`src/rtl/bcd_sevenseg_scan_pkg.sv`:
```
// Shared constants for the three-digit multiplexed seven-segment scanner.
// Segment vectors are active-low in {g,f,e,d,c,b,a} order.
package bcd_sevenseg_scan_pkg;

    localparam int NUM_DIGITS = 3;

    localparam logic [6:0] SEG_BLANK = 7'b1111111;
    localparam logic [6:0] SEG_DASH  = 7'b0111111;

    // Entry n is the pattern for decimal digit n (entry 0 sits in the low bits)
    localparam logic [9:0][6:0] DIGIT_SEG = {
        7'b0010000,  // 9
        7'b0000000,  // 8
        7'b1111000,  // 7
        7'b0000010,  // 6
        7'b0010010,  // 5
        7'b0011001,  // 4
        7'b0110000,  // 3
        7'b0100100,  // 2
        7'b1111001,  // 1
        7'b1000000   // 0
    };

    typedef enum logic [1:0] {
        DIG_UNITS    = 2'd0,
        DIG_TENS     = 2'd1,
        DIG_HUNDREDS = 2'd2
    } digit_e;

endpackage

```
`src/rtl/bcd_sevenseg_scan_bcd_to_sevenseg.sv`:
```
// Combinational BCD nibble to active-low seven-segment decoder.
// Codes 10-15 are not valid BCD and show a dash.
module bcd_to_sevenseg
    import bcd_sevenseg_scan_pkg::*;
(
    input  logic [3:0] bcd,
    output logic [6:0] seg
);

    // Table lookup for valid digits, dash otherwise
    always_comb begin
        seg = SEG_DASH;
        if (bcd <= 4'd9) begin
            seg = DIGIT_SEG[bcd];
        end else begin
            seg = SEG_DASH;
        end
    end

endmodule

```
`src/rtl/bcd_sevenseg_scan.sv`:
```
// Time-multiplexed driver for three BCD digits on a common-anode display.
// bcd_in is sampled once per frame so a digit never tears mid-scan.
module bcd_sevenseg_scan
    import bcd_sevenseg_scan_pkg::*;
#(
    parameter int REFRESH_DIV = 100000
)
(
    input  logic        clk,
    input  logic        reset,
    input  logic [11:0] bcd_in,
    input  logic        blank_lz,
    output logic [2:0]  an,
    output logic [6:0]  seg,
    output logic        dp,
    output logic        frame_tick
);

    localparam int             PW         = $clog2(REFRESH_DIV);
    localparam logic [PW-1:0]  PRE_LAST   = PW'(REFRESH_DIV - 1);
    localparam logic [PW-1:0]  PRE_PENULT = PW'(REFRESH_DIV - 2);

    logic [PW-1:0] prescaler_r;
    digit_e        idx_r;
    logic [11:0]   frame_bcd_r;
    logic [2:0]    an_r;
    logic [6:0]    seg_r;
    logic          dp_r;
    logic          frame_tick_r;

    logic          slot_tick_s;
    digit_e        idx_next_s;
    logic [3:0]    nibble_s;
    logic          blank_s;
    logic [2:0]    an_next_s;
    logic [6:0]    dec_seg_s;
    logic [6:0]    seg_next_s;

    assign slot_tick_s = (prescaler_r == PRE_LAST);

    // Digit selection, leading-zero blanking and anode pattern for the current slot
    always_comb begin
        nibble_s   = 4'd0;
        blank_s    = 1'b0;
        an_next_s  = 3'b111;
        idx_next_s = DIG_UNITS;
        case (idx_r)
            DIG_UNITS: begin
                nibble_s   = frame_bcd_r[3:0];
                blank_s    = 1'b0;
                an_next_s  = 3'b110;
                idx_next_s = DIG_TENS;
            end
            DIG_TENS: begin
                nibble_s   = frame_bcd_r[7:4];
                blank_s    = blank_lz && (frame_bcd_r[11:8] == 4'd0) && (frame_bcd_r[7:4] == 4'd0);
                an_next_s  = 3'b101;
                idx_next_s = DIG_HUNDREDS;
            end
            DIG_HUNDREDS: begin
                nibble_s   = frame_bcd_r[11:8];
                blank_s    = blank_lz && (frame_bcd_r[11:8] == 4'd0);
                an_next_s  = 3'b011;
                idx_next_s = DIG_UNITS;
            end
            default: begin
                nibble_s   = frame_bcd_r[3:0];
                blank_s    = 1'b0;
                an_next_s  = 3'b111;
                idx_next_s = DIG_UNITS;
            end
        endcase
    end

    bcd_to_sevenseg u_dec (
        .bcd (nibble_s),
        .seg (dec_seg_s)
    );

    // Blanking only ever hides a zero, so a dash is never suppressed
    always_comb begin
        seg_next_s = dec_seg_s;
        if (blank_s) begin
            seg_next_s = SEG_BLANK;
        end else begin
            seg_next_s = dec_seg_s;
        end
    end

    // Prescaler, scan index, frame shadow and registered display outputs
    always_ff @(posedge clk) begin
        if (reset) begin
            prescaler_r  <= '0;
            idx_r        <= DIG_UNITS;
            frame_bcd_r  <= 12'h000;
            an_r         <= 3'b111;
            seg_r        <= SEG_BLANK;
            dp_r         <= 1'b1;
            frame_tick_r <= 1'b0;
        end else begin
            if (slot_tick_s) begin
                prescaler_r <= '0;
                idx_r       <= idx_next_s;
            end else begin
                prescaler_r <= prescaler_r + 1'b1;
            end
            if (slot_tick_s && (idx_r == DIG_HUNDREDS)) begin
                frame_bcd_r <= bcd_in;
            end
            // Look one cycle ahead so the pulse lines up with the capture cycle
            frame_tick_r <= (prescaler_r == PRE_PENULT) && (idx_r == DIG_HUNDREDS);
            an_r         <= an_next_s;
            seg_r        <= seg_next_s;
            dp_r         <= 1'b1;
        end
    end

    assign an         = an_r;
    assign seg        = seg_r;
    assign dp         = dp_r;
    assign frame_tick = frame_tick_r;

endmodule

```
`config.mk`:
```
export PLATFORM = sky130hd
export DESIGN_NAME = bcd_sevenseg_scan
export DESIGN_NICKNAME = d
export VERILOG_FILES = /design/src/rtl/bcd_sevenseg_scan_pkg.sv /design/src/rtl/bcd_sevenseg_scan_bcd_to_sevenseg.sv /design/src/rtl/bcd_sevenseg_scan.sv
export SDC_FILE = /design/constraint.sdc
export NUM_CORES = 1
export LEC_CHECK = 0
export CAP_MARGIN = 5
export CORE_MARGIN = 2
export CORE_UTILIZATION = 31
export CTS_BUF_LIST = sky130_fd_sc_hd__clkbuf_4 sky130_fd_sc_hd__clkbuf_8
export DETAILED_ROUTE_END_ITERATION = 8
export GPL_TIMING_DRIVEN = 0
export SYNTH_ARGS = -nofsm -noshare
export SYNTH_HDL_FRONTEND = slang
export SYNTH_SLANG_ARGS = --single-unit
```
`constraint.sdc`:
```
create_clock -name clk -period 6.6 [get_ports clk]
set_clock_uncertainty 0.05 [all_clocks]
set_input_delay 0.66 -clock clk [delete_from_list [all_inputs] [get_ports clk]]
set_output_delay 0.66 -clock clk [all_outputs]
set_load 0.005 [all_outputs]
```
==> metrics.cfg, run 1 <==
[floorplan]
die_h_um = 82.4
std_cell_rows = 28
core_sq_um = 5920
die_x_um = 82.4
start_util_pct = 32.2
die-area_sq_um = 6790
io_pins = 27

[cells_and_area]
fin_cells = 329
diodes = 0
final_core_util_pct = 39.9
nets = 278
fillCellCount = 603
area_growth_pct = 24.0
final_layout_size_suffix_gt1_share_pct = 5.91

[grt]
antenna_found_initial = 0
first_global_vias = 1443
grt.overflow.total = 0
grt_pass1_wl_um = 6400
grt_max_degree = 14
grtUsageTotal_pct = 12.4

[clock_network]
h-tree-depth = 2
clockBufferDepth = 2
hold_buffers = 0
cts_resized = 0
cts_tree = yes
cts-root-buf = clkbuf_8
numCtsBuffers = 5
clk_pin_slew_ns = 0.09
post_cts_buffers = 0
cts.sinks = 42
insertion_delay_ns = 0.29

[logic_synthesis]
synth_warnings = 0
syn_nets = 246
synthFlopType = dfxtp_1
synthCells = 221
ys_seq_area_share_pct = 44.1
synth_cell_type_count = 35
synth_most_common_cell = dfxtp_1
yosysTopAreaCellShare_pct = 44.1
netlist_area_sq_um = 1910
netlist_top_cells_count = 42 x dfxtp_1, 25 x nor2_1, 24 x nand2_1
synth_area_leader_cell = dfxtp_1
yosys-top-cells-area = dfxtp_1 44%, ha_1 6.6%, nand3_1 5.8%
yosys_register_bits = 42
ys_async_sr_fraction_pct = 0
syn_area_per_cell_sq_um = 8.62
synth_edf_count = 0

[detailed_routing]
vias = 1572
drtAntennaViolNets = 0
wirelength_um = 3870
viasPerCell = 4.78
detail_route.wl_per_cell_um = 11.8
drtIter0Drc = 71
dr.pass1.iters = 4
route.detailed.drc = 0

[pwr]
power.share.combinational_pct = 4.8
p_per_area_nw_per_um2 = 207
switching_share_pct = 20.4
fin_total_pwr_mw = 0.489
p_int_mw = 0.389
clockPowerShare_pct = 42.2
p_leak_nw = 0.868
p_seq_share_pct = 53.0
vdd_ir_drop_max_mv = 0.144
p_switching_mw = 0.0999

[hold_path]
hold_class = flop to flop

[placed_design]
port_buffers = 25
dpl.hpwl_um = 2770
place_inst = 321
place.gp.congestion = 0.807

[worst_setup_path]
worstSetupStartpointType = flop
critical_path_arrival_ns = 2.65
critPathKind = flop to flop
required_ns = 6.71
path_max_fanout = 8
critPathCaptureType = flop

[timing]
setup_viol = 0
fin_crit_sh_pct = 38.5
tns_ns = 0
rsz0062_at_grt = no
slew_headroom_pct = 40.3
hold_viol = 0
maxSlewViolCount = 0
max_freq_ghz = 0.394
period_needed_ns = 2.54
tightest_slew_ns = 0.887

[status]
status = completed

[job]
maxCapViolations = 0

==> kinds of logic (layout without fill, tap and decap cells) <==
family / after synthesis / after routing / synth area share (%)
compound gates: 36 / 36 / 11.2
flops: 42 / 42 / 44.1
buf+inv: 19 / 52 / 4.79
fa+ha+maj: 10 / 10 / 6.57
xor+xnor: 15 / 15 / 6.89
other cells: 1 / 1 / 0.197
simple gates: 95 / 95 / 24.6
mux: 3 / 3 / 1.58
==> cell type report <==
type                            count  area, sq um  area share, %
Buffer                             13         68.8           2.91
Tap cell                           75         93.8           3.97
Timing Repair Buffer               25          250           10.6
Clock inverter                      2         37.5           1.59
Clock buffer                        6         76.3           3.23
Inverter                            6         22.5          0.953
Sequential cell                    42          841           35.6
Multi-Input combinational cell    160          973           41.2
==> flip-flops by register name (all words and copies together), names as in the netlist <==
signal,count
an,3
frame_tick,1
frame_bcd_r,12
prescaler_r,17
seg,7
idx_r,2
==> placed cells by master (no fill, tap or decap), types with 2 or more instances in the layout <==
master and instances:
nand2_1 24, a21o_1 3, clkdlybuf4s50_1 25, nor2_1 25, and2_1 2, nand3_1 22
inv_1 6, dfxtp_1 42, a21oi_1 20, nor3_1 3, ha_1 10, buf_4 3
nand2b_1 3, clkbuf_1 8, and3_1 3, mux2i_1 3, nand4_1 3, nor4_1 3
o21ai_0 3, a22o_1 2, a22oi_1 4, clkbuf_8 5, xnor2_1 4, xor2_1 11
o22ai_1 2
==> critical path: stages, from the launching register on <==
cell	delay, ns
dfxtp_1	0.36
inv_1	0.09
ha_1	0.29
clkbuf_1	0.30
mux2i_1	0.51
ha_1	0.34
a21oi_1	0.10
o21ai_0	0.26
nand3_1	0.11
==> routing by layer <==
metal | track usage [%] | wire [um] | vias to the layer above
met1 | 15.9 | 1870 | 726
li1 | - | - | 812
met4 | 6.83 | 99 | 0
met3 | 3.26 | 107 | 9
met5 | 0 | 0 | -
met2 | 19.0 | 1790 | 25
==> worst paths after layout <==
check                              start                          end  slack, ns  depth (start not counted)
min          frame_bcd_r[1]$_SDFFE_PP0P_  frame_bcd_r[1]$_SDFFE_PP0P_       0.42                          2
max reg2reg        idx_r[0]$_SDFFE_PP0N_            seg[2]$_SDFF_PP1_       4.06                          8
max                idx_r[0]$_SDFFE_PP0N_            seg[2]$_SDFF_PP1_       4.06                          8
min reg2reg  frame_bcd_r[1]$_SDFFE_PP0P_  frame_bcd_r[1]$_SDFFE_PP0P_       0.42                          2
==> metrics by stage <==
stage               hold WS [ns]  setup slack (ns)  area [sq um]
CTS                        0.418              4.03          2360
finish                     0.416              4.06          2360
global placement           0.392              4.08          2250
global route               0.431              3.75          2360
floorplan                  0.386              4.40          1910
detailed placement         0.404              4.04          2250
==> power by group through the flow <==
stage / combinational (mW) / sequential (mW) / clock, mW
after CTS: 0.0239 / 0.259 / 0.212
final: 0.0236 / 0.259 / 0.206
after global routing: 0.0262 / 0.260 / 0.221
after global placement: 0.0237 / 0.265 / 0
after floorplan: 0.00827 / 0.265 / 0
after detailed placement: 0.0238 / 0.265 / 0
Note: power is estimated with default switching activity, not from simulation.
==> inputs of run 2 (changes only) <==
==> constraint.sdc (replaced) <==
create_clock -name clk -period 2.1 [get_ports clk]
set_clock_uncertainty 0.05 [all_clocks]
set_input_delay 0.21 -clock clk [delete_from_list [all_inputs] [get_ports clk]]
set_output_delay 0.21 -clock clk [all_outputs]
set_load 0.005 [all_outputs]
==> run 2 against run 1 <==
Against the previous run:
- routed wire length increased by 3.9%
- first-iteration DRC count increased by 73%
- worst hold slack improved by 0.013 ns
- critical path type unchanged
==> metrics.cfg, run 2 (synthesized netlist as in run 1, its figures left out) <==
[pwr]
switching_share_pct = 20.5  ; +0.062 points
power.share.combinational_pct = 5.5  ; +0.7 points
clockPowerShare_pct = 41.0  ; -1.2 points
p_leak_nw = 0.963  ; +11%
p_switching_mw = 0.312  ; +210%
p_seq_share_pct = 53.4  ; +0.4 points
p_per_area_nw_per_um2 = 591  ; +190%
vdd_ir_drop_max_mv = 0.281  ; +96%
p_int_mw = 1.21  ; +210%

[timing]
worst_slack_ns = 0.00258  ; -4.06 ns
tns_ns = 0  ; unchanged
rsz0062_at_grt = yes
max_freq_ghz = 0.477  ; +21%
setup_viol = 0  ; unchanged
maxSlewViolCount = 0  ; unchanged
slew_headroom_pct = 45.2  ; +4.9 points
hold_viol = 0  ; unchanged
fin_crit_sh_pct = 99.9  ; +61 points
tightest_slew_ns = 0.814  ; -0.0735 ns
period_needed_ns = 2.10  ; -0.443 ns

[cells_and_area]
most-common-layout-cells = 39 x dfxtp_1, 25 x clkdlybuf4s50_1, 24 x nand2_1
stdcell_area_sq_um = 2570  ; +8.9%
top_register = prescaler_r
final_common_cell = dfxtp_1
fin_cells = 341  ; +3.6%
diodes = 0  ; unchanged
area_growth_pct = 35.1
nets = 290  ; +4.3%
final_layout_size_suffix_gt1_share_pct = 18.0  ; +12 points
largest_reg_flops = 17  ; unchanged

[clock_network]
clockBufferDepth = 2  ; unchanged
cts.sinks = 42  ; unchanged
cts_tree = yes
numCtsBuffers = 5  ; unchanged
insertion_delay_ns = 0.29  ; about the same
clk_pin_slew_ns = 0.08  ; about the same
hold_buffers = 0  ; unchanged
cts-root-buf = clkbuf_8
h-tree-depth = 2  ; unchanged

[floorplan]
std_cell_rows = 28  ; unchanged
die_x_um = 82.4  ; unchanged
die-area_sq_um = 6790  ; unchanged
io_pins = 27  ; unchanged
die_h_um = 82.4  ; unchanged
core_sq_um = 5920  ; unchanged
start_util_pct = 32.2  ; unchanged

[detailed_routing]
detail_route.wl_per_cell_um = 11.8  ; +0.20%
drtIter0Drc = 123  ; +73%
dr.pass1.iters = 4  ; unchanged
wirelength_um = 4020  ; +3.9%
route.detailed.drc = 0  ; unchanged
vias = 1588  ; +1.0%
viasPerCell = 4.66  ; -2.5%
drtAntennaViolNets = 0  ; unchanged

[worst_setup_path]
critical_path_arrival_ns = 2.23  ; -0.42 ns
path_max_fanout = 8  ; unchanged
path_cells = or4_4 -> nor4_4 -> and2_4 -> buf_6 -> or2_1 -> buf_6 -> clkbuf_16 -> nor2_1
critPathKind = flop to flop
worstSetupStartpointType = flop
cpMostUsedCell = buf_6
critPathCaptureType = flop
slowest_delay_ns = 0.54  ; +0.03 ns
cp_slowest_cell = or4_4
required_ns = 2.23  ; -4.48 ns

[placed_design]
port_buffers = 25  ; unchanged
place.gp.congestion = 0.838  ; +3.9%
dpl.hpwl_um = 2740  ; -1.1%
dpl_cell_area_sq_um = 2260  ; +0.39%
place_inst = 321  ; unchanged
post-place-ws_ns = -0.275  ; -4.31 ns

[job]
maxCapViolations = 0  ; unchanged

[grt]
grt_max_degree = 14  ; unchanged
first_global_vias = 1430  ; -0.90%
grt_pass1_wl_um = 6430  ; +0.53%
antenna_found_initial = 0  ; unchanged
grt.overflow.total = 0  ; unchanged
grtUsageTotal_pct = 12.4  ; about the same

[hold_path]
hold_class = flop to flop

[status]
status = completed

==> run 2: changes by cell type in the layout (fill, tap and decap cells not counted), sizes merged <==
cell	before	now
buf	5	19
clkinvlp	1	0
clkbuf	14	11
clkinv	0	2
==> run 2: final timing paths <==
| check | from | endpoint | slack [ns] | cells after the start |
|---|---|---|---|---|
| hold / removal | frame_bcd_r[3]$_SDFFE_PP0P_ | frame_bcd_r[3]$_SDFFE_PP0P_ | 0.43 | 2 |
| setup / recovery | prescaler_r[6]$_SDFF_PP0_ | prescaler_r[9]$_SDFF_PP0_ | 0.003 | 8 |
| setup reg to reg | prescaler_r[6]$_SDFF_PP0_ | prescaler_r[9]$_SDFF_PP0_ | 0.003 | 8 |
| hold reg to reg | frame_bcd_r[3]$_SDFFE_PP0P_ | frame_bcd_r[3]$_SDFFE_PP0P_ | 0.43 | 2 |
==> run 2: per-layer routing <==
layer  vias up  global-route usage [%]  routed length, um
met5         -                       0                  0
li1        840                       -                  -
met2        18                    20.5               1950
met3         2                    2.17                102
met1       728                    15.6               1930
met4         0                    6.00                 34
==> run 2: timing repair <==
action,in CTS,in global routing
endpoints found under the setup margin,27,27
cloned,0,1
buffers inserted,5,7
pin swaps,1,4
resized for setup,7,28
endpoints found under the hold margin,0,0
==> run 2: power groups by stage <==
stage	clock, mW	combinational [mW]	sequential [mW]
5_1_grt	0.676	0.0920	0.815
6_report	0.625	0.0839	0.814
3_5_place_dp	0	0.0749	0.834
2_1_floorplan	0	0.0260	0.834
4_1_cts	0.649	0.0752	0.815
3_3_place_gp	0	0.0744	0.834
==> run 2: per-stage QoR <==
stage / total power, mW / hold WS [ns] / utilization (%)
6_report: 1.52 / 0.429 / 43.5
5_1_grt: 1.58 / 0.430 / 43.5
3_3_place_gp: 0.908 / 0.399 / 38.1
2_1_floorplan: 0.860 / 0.307 / -
4_1_cts: 1.54 / 0.413 / 41.1
3_5_place_dp: 0.909 / 0.401 / 38.1
==> run 2: critical path, delay by kind of cell (launching register included) <==
family / cells / cell delay, ns
buffers and inverters: 3 / 0.37
flip-flops: 1 / 0.35
AND/OR/NAND/NOR: 5 / 1.22
==> run 2: cell type report <==
class | count | area [sq um]
Clock buffer | 5 | 68.8
Clock inverter | 3 | 40.0
Inverter | 6 | 22.5
Multi-Input combinational cell | 160 | 1040
Buffer | 12 | 95.1
Timing Repair Buffer | 38 | 365
Tap cell | 75 | 93.8
Sequential cell | 42 | 847
Fill cell | 592 | 3350
==> inputs of run 3 (changes only) <==
--- a/config.mk
+++ b/config.mk
@@ -5,7 +5,6 @@
 export SDC_FILE = /design/constraint.sdc
 export NUM_CORES = 1
 export LEC_CHECK = 0
-export CAP_MARGIN = 5
 export CORE_MARGIN = 2
 export CORE_UTILIZATION = 31
 export CTS_BUF_LIST = sky130_fd_sc_hd__clkbuf_4 sky130_fd_sc_hd__clkbuf_8
@@ -13,4 +12,5 @@
 export GPL_TIMING_DRIVEN = 0
 export SYNTH_ARGS = -nofsm -noshare
 export SYNTH_HDL_FRONTEND = slang
+export SYNTH_HIERARCHICAL = 1
 export SYNTH_SLANG_ARGS = --single-unit
==> run 3 against run 2 <==
Against the previous run:
- the run now ends with DRC left
- clock power fell by 12%
- cell count rose by 2.9%
- routed wire length rose by 17%
- critical path depth rose by 2
- die area rose by 8.5%
- global-route usage rose by 0.68 points
- sequential power barely moved
- maximum frequency rose by 0.46%
==> metrics.cfg, run 3 <==
[worst_setup_path]
critical_path_arrival_ns = 2.20  ; -0.03 ns
critPathCaptureType = flop
critPathKind = flop to flop
r2r_end = seg[3]$_SDFF_PP1_
required_ns = 2.22  ; about the same
path_cells = inv_6 -> ha_4 -> buf_12 -> nor2_4 -> a21oi_4 -> inv_2 -> ha_4 -> inv_1 -> a221o_1 -> nand2b_1
path_max_fanout = 8  ; unchanged
cpMostUsedCell = ha_4
cp_top_family = adder cells
reg2reg_depth = 10  ; +2
r2r_start = idx_r[0]$_SDFFE_PP0N_
r2r_setup_slack_ns = 0.01  ; about the same
worstSetupStartpointType = flop
slowest_delay_ns = 0.38  ; -0.16 ns
crit_buf_inv = 4  ; +1
cp_slowest_cell = dfxtp_4

[floorplan]
die-area_sq_um = 7370  ; +8.5%
die_x_um = 85.8  ; +4.2%
core_sq_um = 6420  ; +8.5%
std_cell_rows = 29  ; +3.6%
die_h_um = 85.8  ; +4.2%
io_pins = 27  ; unchanged
start_util_pct = 32.3  ; +0.14 points

[logic_synthesis]
netlist_top_cells_count = 42 x dfxtp_1, 24 x nor2_1, 21 x a21oi_1
synthFlopType = dfxtp_1
synth_compound_area_share_pct = 15.3  ; +4.1 points
netlist_area_sq_um = 2080  ; +8.9%
synth_area_leader_cell = dfxtp_1
ys_async_sr_fraction_pct = 0  ; unchanged
yosys_register_bits = 42  ; unchanged
synth_cell_type_count = 46  ; +31%
syn_area_per_cell_sq_um = 8.99  ; +4.2%
yosys-top-cells-area = dfxtp_1 41%, ha_1 7.2%, nand4_1 5.7%
synthMuxAreaShare_pct = 0  ; -1.6 points
syn_nets = 258  ; +4.9%
ys_seq_area_share_pct = 40.5  ; -3.6 points
synthSimpleGateAreaFrac_pct = 25.6  ; +0.94 points
yosysTopAreaCellShare_pct = 40.5  ; -3.6 points
synth_xor_xnor_area_share_pct = 5.06  ; -1.8 points
synthCells = 231  ; +4.5%
synth_warnings = 6  ; +6
synthAdderAreaFrac_pct = 7.23  ; +0.67 points
synth_edf_count = 0  ; unchanged
synth_most_common_cell = dfxtp_1
synth_top_family_by_area = simple AND/OR/NAND/NOR gates

[grt]
grt_max_degree = 13  ; -1
first_global_vias = 1727  ; +21%
grt_pass1_wl_um = 7640  ; +19%
antenna_found_initial = 0  ; unchanged
grt.overflow.total = 0  ; unchanged
grtUsageTotal_pct = 13.1  ; +0.68 points

[cells_and_area]
area_growth_pct = 31.7
nets = 300  ; +3.4%
final_common_cell = dfxtp_1
top_register = prescaler_r
multi_input_area_sq_um = 1210  ; +16%
most-common-layout-cells = 38 x dfxtp_1, 25 x clkdlybuf4s50_1, 22 x nor2_1
fin_cells = 351  ; +2.9%
stdcell_area_sq_um = 2730  ; +6.2%
largest_reg_flops = 17  ; unchanged
final_layout_size_suffix_gt1_share_pct = 20.8  ; +2.8 points
diodes = 0  ; unchanged
fillCellCount = 614  ; +3.7%
seq_area_sq_um = 851  ; +0.44%

[timing]
slew_headroom_pct = 55.2  ; +10 points
setup_viol = 0  ; unchanged
tns_ns = 0  ; unchanged
period_needed_ns = 2.09  ; -0.00957 ns
timing.hold.ws_ns = 0.429  ; -0.000159 ns
rsz0062_at_grt = yes
tightest_slew_ns = 0.663  ; -0.151 ns
fin_crit_sh_pct = 99.4  ; -0.46 points
max_freq_ghz = 0.479  ; +0.46%
hold_viol = 0  ; unchanged
maxSlewViolCount = 0  ; unchanged

[detailed_routing]
dr.pass1.iters = 8  ; +4
vias = 1780  ; +12%
route.detailed.drc = 2  ; +2
viasPerCell = 5.07  ; +8.9%
drtAntennaViolNets = 0  ; unchanged
detail_route.wl_per_cell_um = 13.3  ; +13%
wirelength_um = 4680  ; +17%
drtIter0Drc = 87  ; -29%

[placed_design]
dpl_cell_area_sq_um = 2430  ; +7.7%
place.gp.congestion = 0.792  ; -5.5%
dpl.hpwl_um = 3230  ; +18%
place_inst = 333  ; +3.7%
port_buffers = 25  ; unchanged

[pwr]
clockPowerShare_pct = 38.3  ; -2.7 points
p_seq_share_pct = 56.5  ; +3.1 points
fin_total_pwr_mw = 1.44  ; -5.5%
p_leak_nw = 0.974  ; +1.2%
power.share.combinational_pct = 5.2  ; -0.3 points
p_per_area_nw_per_um2 = 526  ; -11%
switching_share_pct = 21.4  ; +0.91 points
vdd_ir_drop_max_mv = 0.310  ; +10%
p_int_mw = 1.13  ; -6.6%
p_switching_mw = 0.308  ; -1.3%

[clock_network]
clockBufferDepth = 2  ; unchanged
insertion_delay_ns = 0.30  ; about the same
cts_tree = yes
hold_buffers = 0  ; unchanged
clk_pin_slew_ns = 0.08  ; about the same
cts-root-buf = clkbuf_8
h-tree-depth = 2  ; unchanged
cts.sinks = 42  ; unchanged
numCtsBuffers = 5  ; unchanged

[hold_path]
whs_path_depth = 3  ; +1
hold_start = bcd_in[4]
hold_class = input port to flop
holdPathEnd = frame_bcd_r[4]$_SDFFE_PP0P_

[job]
maxCapViolations = 0  ; unchanged

[status]
violations = DRC
status = finished, violations left

==> run 3: cell type report <==
| cell class | instances | area share (%) |
|---|---|---|
| Inverter | 8 | 1.37 |
| Timing Repair Buffer | 37 | 12.4 |
| Buffer | 13 | 3.80 |
| Clock buffer | 7 | 3.30 |
| Clock inverter | 1 | 0.183 |
| Tap cell | 77 | 3.52 |
| Sequential cell | 42 | 31.1 |
| Multi-Input combinational cell | 166 | 44.3 |
==> run 3: timing repair <==
action / in CTS / in global routing
endpoints found under the setup margin: 13 / 16
hold endpoints to repair: 0 / 0
resized for setup: 13 / 24
buffers inserted: 7 / 5
pin swaps: 1 / 9
gates cloned: 0 / 0
==> run 3: power groups by stage <==
stage / logic [mW] / registers, mW / clock network (mW)
global placement: 0.0755 / 0.834 / 0
global route: 0.0819 / 0.814 / 0.601
floorplan: 0.0259 / 0.834 / 0
detailed placement: 0.0760 / 0.834 / 0
finish: 0.0751 / 0.812 / 0.551
CTS: 0.0764 / 0.815 / 0.566
==> run 3: stage by stage <==
step	setup WS, ns	utilization (%)
2_1_floorplan	-0.0257	-
3_3_place_gp	-0.235	37.9
3_5_place_dp	-0.218	37.9
4_1_cts	-0.00553	40.4
5_1_grt	-0.0647	42.6
6_report	0.0121	42.6
==> run 3: worst max path at each step <==
stage / start / end / slack (ns) / cells after the start
2_1_floorplan: idx_r[0]$_SDFFE_PP0N_ / seg[3]$_SDFF_PP1_ / -0.03 / 10
3_3_place_gp: idx_r[0]$_SDFFE_PP0N_ / seg[3]$_SDFF_PP1_ / -0.24 / 10
3_5_place_dp: idx_r[0]$_SDFFE_PP0N_ / seg[3]$_SDFF_PP1_ / -0.22 / 10
5_1_grt: idx_r[0]$_SDFFE_PP0N_ / seg[3]$_SDFF_PP1_ / -0.06 / 10
6_report: idx_r[0]$_SDFFE_PP0N_ / seg[3]$_SDFF_PP1_ / 0.01 / 10
4_1_cts: idx_r[0]$_SDFFE_PP0N_ / seg[3]$_SDFF_PP1_ / -0.006 / 9
==> run 3: cells by family after synthesis <==
kind of cell | after synthesis
xor gates and xnor gates | 12
and+or+nand+nor | 91
other | 1
AOI/OAI and AO/OA | 50
buffers and inverters | 23
adders and majority gates | 12
DFF | 42
==> run 3: routing by layer <==
metal  routed length [um]  track usage [%]
met1                 2050             15.0
met2                 2340             22.4
met4                  110             5.63
met5                    0                0
met3                  187             4.14
==> run 3: worst min-delay path, cell delays in order <==
cell,delay [ns]
clkdlybuf4s50_1,0.40
nand4_1,0.07
a21oi_1,0.06
